`config.mk`:
```
export PLATFORM = sky130hd
export DESIGN_NAME = multi_channel_pipe_reg
export DESIGN_NICKNAME = d
export VERILOG_FILES = /design/src/rtl/multi_channel_pipe_reg.sv
export SDC_FILE = /design/constraint.sdc
export NUM_CORES = 1
export LEC_CHECK = 0
export BUFFER_PORTS_ARGS = -buffer_cell sky130_fd_sc_hd__buf_2
export CAP_MARGIN = 40
export CORE_MARGIN = 2
export CORE_UTILIZATION = 54
export DETAILED_ROUTE_END_ITERATION = 10
export PLACE_DENSITY = 0.85
export SLEW_MARGIN = 40
export SYNTH_ARGS = -nofsm -noshare
export SYNTH_HDL_FRONTEND = slang
export SYNTH_SLANG_ARGS = --single-unit
```
`constraint.sdc`:
```
create_clock -name clk -period 2.15 [get_ports clk]
set_input_delay 0.215 -clock clk [delete_from_list [all_inputs] [get_ports clk]]
set_output_delay 0.215 -clock clk [all_outputs]
set_load 0.01 [all_outputs]
```
`src/rtl/multi_channel_pipe_reg.sv`:
```
// Elastic NCH-lane register pipeline of DEPTH stages: one shared valid/ready handshake, bubble collapse.
// Latency DEPTH cycles, 1 word/cycle; a stalled tail backs up stage by stage, and in_ready ripples from out_ready.
module multi_channel_pipe_reg #(
    parameter int NCH   = 2,
    parameter int WIDTH = 8,
    parameter int DEPTH = 2
) (
    input  logic                         clk,
    input  logic                         rst_n,
    input  logic                         clr,
    input  logic                         in_valid,
    output logic                         in_ready,
    input  logic [NCH*WIDTH-1:0]         in_data,
    input  logic [NCH-1:0]               in_mask,
    output logic                         out_valid,
    input  logic                         out_ready,
    output logic [NCH*WIDTH-1:0]         out_data,
    output logic [$clog2(DEPTH+1)-1:0]   occupancy
);
    localparam int DW = NCH * WIDTH;
    localparam int OW = $clog2(DEPTH + 1);

    logic [DEPTH-1:0] v_q, v_d;
    logic [DW-1:0]    d_q [DEPTH];
    logic [DW-1:0]    d_d [DEPTH];
    logic [DEPTH-1:0] rdy;
    logic [DEPTH-1:0] src_v;
    logic [DW-1:0]    src_d [DEPTH];
    logic [DW-1:0]    masked;
    logic             acc;

    always_comb begin
        masked = '0;
        for (int i = 0; i < NCH; i++) begin
            masked[i*WIDTH +: WIDTH] = in_mask[i] ? in_data[i*WIDTH +: WIDTH] : '0;
        end
    end

    // A stage may load when it, or any stage downstream of it, is empty, or the sink is taking.
    always_comb begin
        rdy = '0;
        acc = out_ready;
        for (int k = DEPTH - 1; k >= 0; k--) begin
            acc    = acc | ~v_q[k];
            rdy[k] = acc;
        end
    end

    always_comb begin
        src_v    = '0;
        src_v[0] = in_valid;
        src_d[0] = masked;
        for (int k = 1; k < DEPTH; k++) begin
            src_v[k] = v_q[k-1];
            src_d[k] = d_q[k-1];
        end
    end

    always_comb begin
        v_d = v_q;
        d_d = d_q;
        if (clr) begin
            v_d = '0;
            for (int k = 0; k < DEPTH; k++) begin
                d_d[k] = '0;
            end
        end else begin
            for (int k = 0; k < DEPTH; k++) begin
                if (rdy[k]) begin
                    v_d[k] = src_v[k];
                    if (src_v[k]) begin
                        d_d[k] = src_d[k];
                    end
                end
            end
        end
    end

    always_ff @(posedge clk or negedge rst_n) begin
        if (!rst_n) begin
            v_q <= '0;
            for (int k = 0; k < DEPTH; k++) begin
                d_q[k] <= '0;
            end
        end else begin
            v_q <= v_d;
            for (int k = 0; k < DEPTH; k++) begin
                d_q[k] <= d_d[k];
            end
        end
    end

    always_comb begin
        occupancy = '0;
        for (int k = 0; k < DEPTH; k++) begin
            occupancy = occupancy + OW'(v_q[k]);
        end
    end

    // The flush cycle must not look like a transfer on either side.
    assign in_ready  = rdy[0] & ~clr;
    assign out_valid = v_q[DEPTH-1] & ~clr;
    assign out_data  = d_q[DEPTH-1];

endmodule

```
* After elaboration in Yosys (flattened, before gate mapping)
Cells that the tools add are included.
** Word-level totals
- Register bits :: 34
- Latch bits :: 0
- Bits in writable memories :: 0
- Bits in read-only memories :: 0
- Input bits :: 23
- Output and inout bits :: 20
- Logic and storage cells :: 28
- Memories kept :: 0
** Operators by class
- $add $sub $neg :: 1
- Multiply operators :: 0
- Div/mod/pow operators :: 0
- $lt $le $gt $ge :: 0
- Eq/ne operators :: 0
- Shift-type cells :: 0
- Muxes and demuxes :: 10
- Bitwise operators :: 7
- Reductions and logical operators :: 6
** Operators by type and width (count)
- 2-to-1 mux 16 bit :: 4
- 2-to-1 mux 32 bit :: 1
- 2-to-1 mux 8 bit :: 2
- nonzero test 2 bit :: 4
- AND reduction 2 bit :: 2
- inverter 1 bit :: 3
- adder 1 x 1 -> 2 bit :: 1
- bitwise AND 1 bit :: 2
- 2-to-1 mux 1 bit :: 2
- 2-to-1 mux 2 bit :: 1
- OR 1 bit :: 2

* Logic depth before layout (Yosys ltp)
Gate-level depths: netlist (run 1).
- Word-level depth :: 5
- Depth in mapped cells :: 5
- Mapped depth without buffers :: 3

* Least setup slack after synthesis (run 1)
Ideal clock, no wire load.
- Path type :: register to register
- Start :: register v_q[0]
- End :: register d_q[24] (netlist bit)
- Setup time :: 121 ps
- Data arrival time :: 1065 ps
- Data required time :: 2029 ps
- Slack :: 964 ps
- Stages on the path, launching flop included :: 5
- Buffers on the path :: 1
- Clock period less this slack :: 1186 ps
- Path through :: dfrtp_1 nand3b_4 and3_4 buf_6 a22o_1
** Between the ends
- Word-level cells in the longest chain between the ends :: 4
** RTL lines
- from (decl) :: line 23 : logic [DEPTH-1:0] v_q, v_d;
- from (signal assigned) :: line 86 : v_q <= v_d;
- inverter 1 bit :: line 44 : acc = acc | ~v_q[k];
- OR 1 bit :: line 44
- nonzero test 2 bit (no line)
- AND reduction 2 bit (no line)
- to (signal, indexed assignment) :: line 88 : d_q[k] <= d_d[k];
- to (decl) :: line 24 : logic [DW-1:0] d_q [DEPTH];
Every way passes these cells.
A chain may end at the register's enable or synchronous reset.

* Worst setup path after layout (run 1)
- Start :: register v_q[1]
- End :: register d_q (netlist bit out_data[7])
Same word-level chain as after synthesis.

==> metrics.yaml, run 1 <==
status:
  outcome: "complete, no violations"
sta:
  rsz0062_at_grt: "no"
  setup_viol: 0
  maxSlewHeadroom_pct: 51.2
  hold_violations: 0
  fin_skew_ns: 0.00721
  final.min_clock_period_ns: 1.51
  timing.final.crit_share_pct: 70.2
  fin_ws_ns: 0.640
  tightest_slew_ns: 0.732
  finalSetupTns_ns: 0
  slew_violations: 0
  max_freq_ghz: 0.662
detailed_routing:
  drt_pass1_iterations: 4
  ant_nets: 0
  vias: 907
  finalWirelength_um: 2610
  drc: 0
  first_iter_violations: 13
  wire_per_inst_um: 15.9
  via_per_inst: 5.53
floorplan:
  fp.dieH_um: 55.8
  start_util_pct: 57.5
  dieArea_mm2: 0.00312
  core_area_mm2: 0.00252
  pin_count: 43
  dieWidth_um: 55.8
  rows: 18
worst_hold_path:
  min_path_cells: 2
  hold_path.class: "primary input to flip-flop"
  hold_start: "in_data[1]"
logic_synthesis:
  synth_ff_type: "dfrtp_1"
  ys_async_sr_fraction_pct: 100
  yosysWarnings: 0
  synthesis.nets: 128
  ys_ff_latch: 34
  synth_top_area_share_pct: 58.7
  yosysTopAreaCell: "dfrtp_1"
  synth.most_common_cell: "dfrtp_1"
  syn-instance-count: 104
  syn_area_per_cell_um2: 13.9
  synth_edf_count: 0
  synthTopCellsByArea: "dfrtp_1, a22o_1, buf_4"
  synthDistinctLibCells: 18
  yosysSeqAreaShare_pct: 58.7
  synth_common_cells: "dfrtp_1, a22o_1, buf_4, buf_6"
  syn_area_mm2: 0.00145
clocking:
  cts_max_level: 2
  clock_latency_ns: 0.32
  post_cts_resized: 0
  cts.sinks: 34
  cts_root_buf: "clkbuf_4"
  post_cts.repair.setup_buffers: 0
  tritoncts: "built"
  cts_hold_buffers: 1
  clkTransAtPathRegs_ns: 0.10
  clockBufferDepth: 2
  cts_buffers: 5
setup_path:
  cp_cell_sequence: "nor2b_4 -> nor3b_4 -> a22o_1"
  crit_cells: 3
  cp_top_family: "simple AND/OR/NAND/NOR gates"
  crit_slowest_cell: "nor3b_4"
  cp.buffers_inverters: 0
  reg2reg_depth: 3
  path_class: "flip-flop to flip-flop"
  max_stage_delay_ns: 0.58
  crit_arrival_ns: 1.77
  cp.required_ns: 2.41
  crit_path_start_kind: "flip-flop"
  crit_path_max_fanout: 16
  setup.worst_path.start: "v_q[1]"
  crit_path_end_kind: "flip-flop"
  r2r-start: "v_q[1]"
global_route:
  grt_max_degree: 35
  antenna_found_initial: 0
  grt_pass1_vias: 901
  grt_pass1_wl_um: 4200
  track_usage_pct: 17.8
  grt-ovfl-total: 0
power:
  max-vdd-ir-drop_mv: 0.431
  pwr_density_cell_mw_per_mm2: 698
  leakagePower_nw: 0.894
placed_design:
  post-place-ws_ns: 0.665
  gp_congestion: 0.798
  port_buffers: 42
finish:
  drive_gt1_share_pct: 41.8
  syn_to_final_growth_pct: 12.0
  final_nets: 157
  num_antenna_cells: 0
flow_run:
  drv_cap: 0
worst reg2reg max path, stage by stage, from the launching register on:
cell and delay (ns):
dfrtp_1 0.46, nor2b_4 0.18, nor3b_4 0.58, a22o_1 0.24
per-layer routing:
metal	part of all wire [%]	vias to the layer above	track usage (%)	wire length (um)
li1	-	422	-	-
met1	46	453	22.9	1190
met2	48	30	27.0	1250
met3	6.1	2	6.05	158
met4	0.34	0	8.50	9
met5	0	-	0	0
power by group:
| part | switching (W) | internal [W] |
|---|---|---|
| Combinational | 0.0000570 | 0.0000480 |
| Clock | 0.000200 | 0.000159 |
| Sequential | 0.0000134 | 0.000657 |
| Total | 0.000270 | 0.000863 |
registers in the layout, indices dropped and copies added (netlist names):
register	flops
d_q	16
out_data	16
v_q	2
metrics by stage:
stage | hold WS (ns) | utilization, % | total power (W) | instance area, um^2 | std cells
detailed placement | 0.316 | 60.5 | 0.000782 | 1530 | 154
global route | 0.0841 | 64.4 | 0.00119 | 1620 | 164
floorplan | -0.0806 | - | 0.000742 | 1450 | 104
CTS | 0.0987 | 63.3 | 0.00114 | 1600 | 163
global placement | 0.292 | 60.5 | 0.000776 | 1530 | 154
finish | 0.111 | 64.4 | 0.00113 | 1620 | 164
cell type report:
class                      count  area [um^2]
clock inverter                 1         5.00
inverter                       1         3.75
fill                         198          898
multi-input combinational     47          424
sequential                    34          851
tap                           30         37.5
timing repair buffer          44          248
clock buffer                   7         55.1
path summary, 6_finish.rpt:
check | to | slack, ns
hold / removal | d_q[17] | 0.11
min in group asynchronous | out_data[5] | 0.27
setup reg to reg | out_data[7] | 0.64
setup / recovery | out_data[7] | 0.64
hold reg to reg | out_data[3] | 0.49
max in group asynchronous | out_data[13] | 1.48
cells by family (layout without fill, tap and decap cells):
family | Yosys count | count (layout) | synth area share (%)
and+or+nand+nor | 10 | 10 | 6.64
adders and majority gates | 1 | 1 | 0.863
AOI/OAI and AO/OA | 36 | 36 | 21.7
buffers and inverters | 23 | 53 | 12.1
DFF | 34 | 34 | 58.7
cell usage in the layout (no fill, tap or decap), drive strengths merged:
cell type and instances:
nor3b 1, inv 1, dfrtp 34, and3 2, buf 43, nand3b 1, dlygate4sd3 1, clkbuf 7
nor2 2, nand2b 1, a21oi 4, ha 1, nor2b 3, clkinv 1, a22o 32
(Power assumes the default switching activity.)
==> run 2: changes to the inputs <==
--- a/config.mk
+++ b/config.mk
@@ -5,12 +5,13 @@
 export SDC_FILE = /design/constraint.sdc
 export NUM_CORES = 1
 export LEC_CHECK = 0
+export ABC_AREA = 1
 export BUFFER_PORTS_ARGS = -buffer_cell sky130_fd_sc_hd__buf_2
 export CAP_MARGIN = 40
 export CORE_MARGIN = 2
-export CORE_UTILIZATION = 54
+export CORE_UTILIZATION = 47
 export DETAILED_ROUTE_END_ITERATION = 10
-export PLACE_DENSITY = 0.85
+export PLACE_DENSITY = 0.77
 export SLEW_MARGIN = 40
 export SYNTH_ARGS = -nofsm -noshare
 export SYNTH_HDL_FRONTEND = slang
==> constraint.sdc (replaced) <==
create_clock -name clk -period 1.35 [get_ports clk]
set_input_delay 0.135 -clock clk [delete_from_list [all_inputs] [get_ports clk]]
set_output_delay 0.135 -clock clk [all_outputs]
set_load 0.01 [all_outputs]
==> run 2 against run 1 <==
Against the previous run:
- largest cell class unchanged
- clock power is 40% higher
- worst hold slack lost 0.059 ns
- critical path depth fell by 1
- area after synthesis up 17%
- critical path type is now flip-flop to output pin
- largest power group unchanged
- highest routed layer unchanged
==> metrics.yaml, run 2 <==
placed_design:
  dpl_cell_area_mm2: 0.00183  # +20%
  place_hpwl_um: 2200
  port_buffers: 42  # unchanged
  gp_congestion: 0.683  # -14%
finish:
  fill_cells: 318  # +61%
  final_nets: 260  # +66%
  syn_to_final_growth_pct: 14.3
  final_cell_mix: "buf_2, inv_1, nand2_1"
  drive_gt1_share_pct: 25.4  # -16 points
  final_area_mm2: 0.00193  # +19%
  num_antenna_cells: 0  # unchanged
  final_common_cell: "buf_2"
global_route:
  antenna_found_initial: 0  # unchanged
  track_usage_pct: 17.6  # -0.16 points
  grt_pass1_vias: 1223  # +36%
  grt-ovfl-total: 0  # unchanged
  grt_pass1_wl_um: 5570  # +33%
  grt_max_degree: 35  # unchanged
clocking:
  clock_latency_ns: 0.33  # about the same
  cts_max_level: 2  # unchanged
  cts_root_buf: "clkbuf_4"
  clkTransAtPathRegs_ns: 0.09  # about the same
  cts_buffers: 5  # unchanged
  tritoncts: "built"
  clockBufferDepth: 2  # unchanged
  cts.sinks: 34  # unchanged
worst_hold_path:
  hold_start: "clr"
  min_path_cells: 2  # unchanged
  worst_hold_path.endpoint: "v_q[0]"
  hold_path.class: "primary input to flip-flop"
sta:
  max_freq_ghz: 0.754
  timing.final.crit_share_pct: 98.3
  maxSlewHeadroom_pct: 72.4  # +21 points
  rsz0062_at_grt: "yes"
  tightest_slew_ns: 0.413  # -0.318 ns
  slew_violations: 0  # unchanged
  fin_skew_ns: 0.00818  # +0.000971 ns
  whs_ns: 0.0525  # -0.0588 ns
  hold_violations: 0  # unchanged
  final.min_clock_period_ns: 1.33
  setup_viol: 0  # unchanged
setup_path:
  crit_arrival_ns: 1.19  # -0.58 ns
  crit_path_start_kind: "flip-flop"
  cp.required_ns: 1.22  # -1.19 ns
  crit_path_max_fanout: 3  # -13
  r2r-start: "v_q[1]"
  rr_endpoint: "out_data[0]"
  reg2reg_depth: 4  # +1
  r2r_slack_ns: 0.12  # -0.52 ns
  crit_path_end_kind: "output pin"
  path_class: "flip-flop to output pin"
detailed_routing:
  vias: 1354  # +49%
  drc: 0  # unchanged
  drt_pass1_iterations: 4  # unchanged
  ant_nets: 0  # unchanged
  wire_per_inst_um: 11.4  # -28%
  first_iter_violations: 86  # +73
  via_per_inst: 4.80  # -13%
  finalWirelength_um: 3210  # +23%
logic_synthesis:
  synthesis.nets: 230  # +80%
  syn_area_mm2: 0.00169  # +17%
  syn_area_per_cell_um2: 8.21  # -41%
  synthDistinctLibCells: 15  # -3
  ys_ff_latch: 34  # unchanged
  synth.most_common_cell: "nand2_1"
  synthTopCellsByArea: "dfrtp_1, nand3_1, nand2_1"
  synth_edf_count: 0  # unchanged
  yosysWarnings: 0  # unchanged
  syn-instance-count: 206  # +98%
  synth_top_area_share_pct: 50.3  # -8.3 points
  synth_common_cells: "nand2_1, inv_1, dfrtp_1, nand3_1"
  ys_async_sr_fraction_pct: 100  # unchanged
  yosysSeqAreaShare_pct: 50.3  # -8.3 points
  yosysTopAreaCell: "dfrtp_1"
  synth_ff_type: "dfrtp_1"
floorplan:
  dieArea_mm2: 0.00409  # +31%
  dieWidth_um: 64.0  # +15%
  rows: 21  # +3
  fp.dieH_um: 64.0  # +15%
  start_util_pct: 49.9  # -7.6 points
  core_area_mm2: 0.00339  # +34%
  pin_count: 43  # unchanged
flow_run:
  drv_cap: 0  # unchanged
status:
  outcome: "complete, no violations"
power:
  power_w: 0.00179  # +58%
  pwr_density_cell_mw_per_mm2: 926  # +33%
  max-vdd-ir-drop_mv: 0.385  # -11%
  leakagePower_nw: 1.12  # +26%
run 2: cell count changes after synthesis, moves of 9 or more:
cell	change
nand2_1	+36
inv_1	+34
a22o_1	-32
clkbuf_1	+9
o21ai_0	+17
nand4_1	+16
nand3_1	+32
run 2: worst max-delay path by stage:
| stage | start | to | slack, ns | depth (start not counted) |
|---|---|---|---|---|
| detailed placement | v_q[1] | out_data[8] | 0.12 | 4 |
| global placement | v_q[1] | out_data[11] | 0.17 | 4 |
| global route | v_q[1] | occupancy[0] | -0.03 | 2 |
| floorplan | v_q[0] | in_ready | 0.22 | 4 |
| finish | v_q[1] | occupancy[0] | 0.02 | 2 |
| CTS | v_q[0] | occupancy[0] | 0.008 | 2 |
run 2: layout make-up:
cell class	count	area [um^2]	share of cell area [%]
repair buffers	52	300	15.5
well taps	46	57.6	2.98
flip-flops and latches	34	851	44.0
clock buffers	7	45.0	2.33
multi-input cells	107	543	28.1
inverters	36	135	6.99
run 2: metrics by stage:
stage	worst slack [ns]	instances	TNS, ns	utilization [%]
after global placement	0.166	270	0	54.0
after floorplan	0.219	206	0	-
after CTS	0.00788	283	0	57.1
final	0.0230	282	0	57.0
after detailed placement	0.123	270	0	54.0
after global routing	-0.0293	282	-0.0525	57.0
run 2: power by group:
group	internal [W]	leakage, nW	switching (W)
clock	0.000196	0.0254	0.000305
combinational	0.0000854	0.630	0.000137
sequential	0.00105	0.467	0.0000178
run 2: routing by layer:
layer | global-route usage [%] | up-vias | wire (um)
met5 | 0 | - | 0
met4 | 6.52 | 0 | 27
met3 | 5.46 | 2 | 205
met2 | 25.7 | 44 | 1420
met1 | 24.6 | 605 | 1560
li1 | - | 703 | -
run 2: critical path, stage by stage (launching register included):
cell and delay, ns:
dfrtp_1 0.41, ha_1 0.31, buf_2 0.15
run 2: cells by family after synthesis:
| family | share of synthesized area, % |
|---|---|
| AOI/OAI and AO/OA | 5.33 |
| adders and majority gates | 0.740 |
| buffers and inverters | 18.4 |
| DFF | 50.3 |
| and+or+nand+nor | 25.2 |
run 2: what timing repair did:
| item | in CTS | in global routing |
|---|---|---|
| setup buffers | 5 | 0 |
| endpoints found under the hold margin | 17 | 0 |
| resized for setup | 3 | 3 |
| hold buffers | 1 | 0 |
| pin swaps | 1 | 2 |
| endpoints found under the setup margin | 2 | 15 |
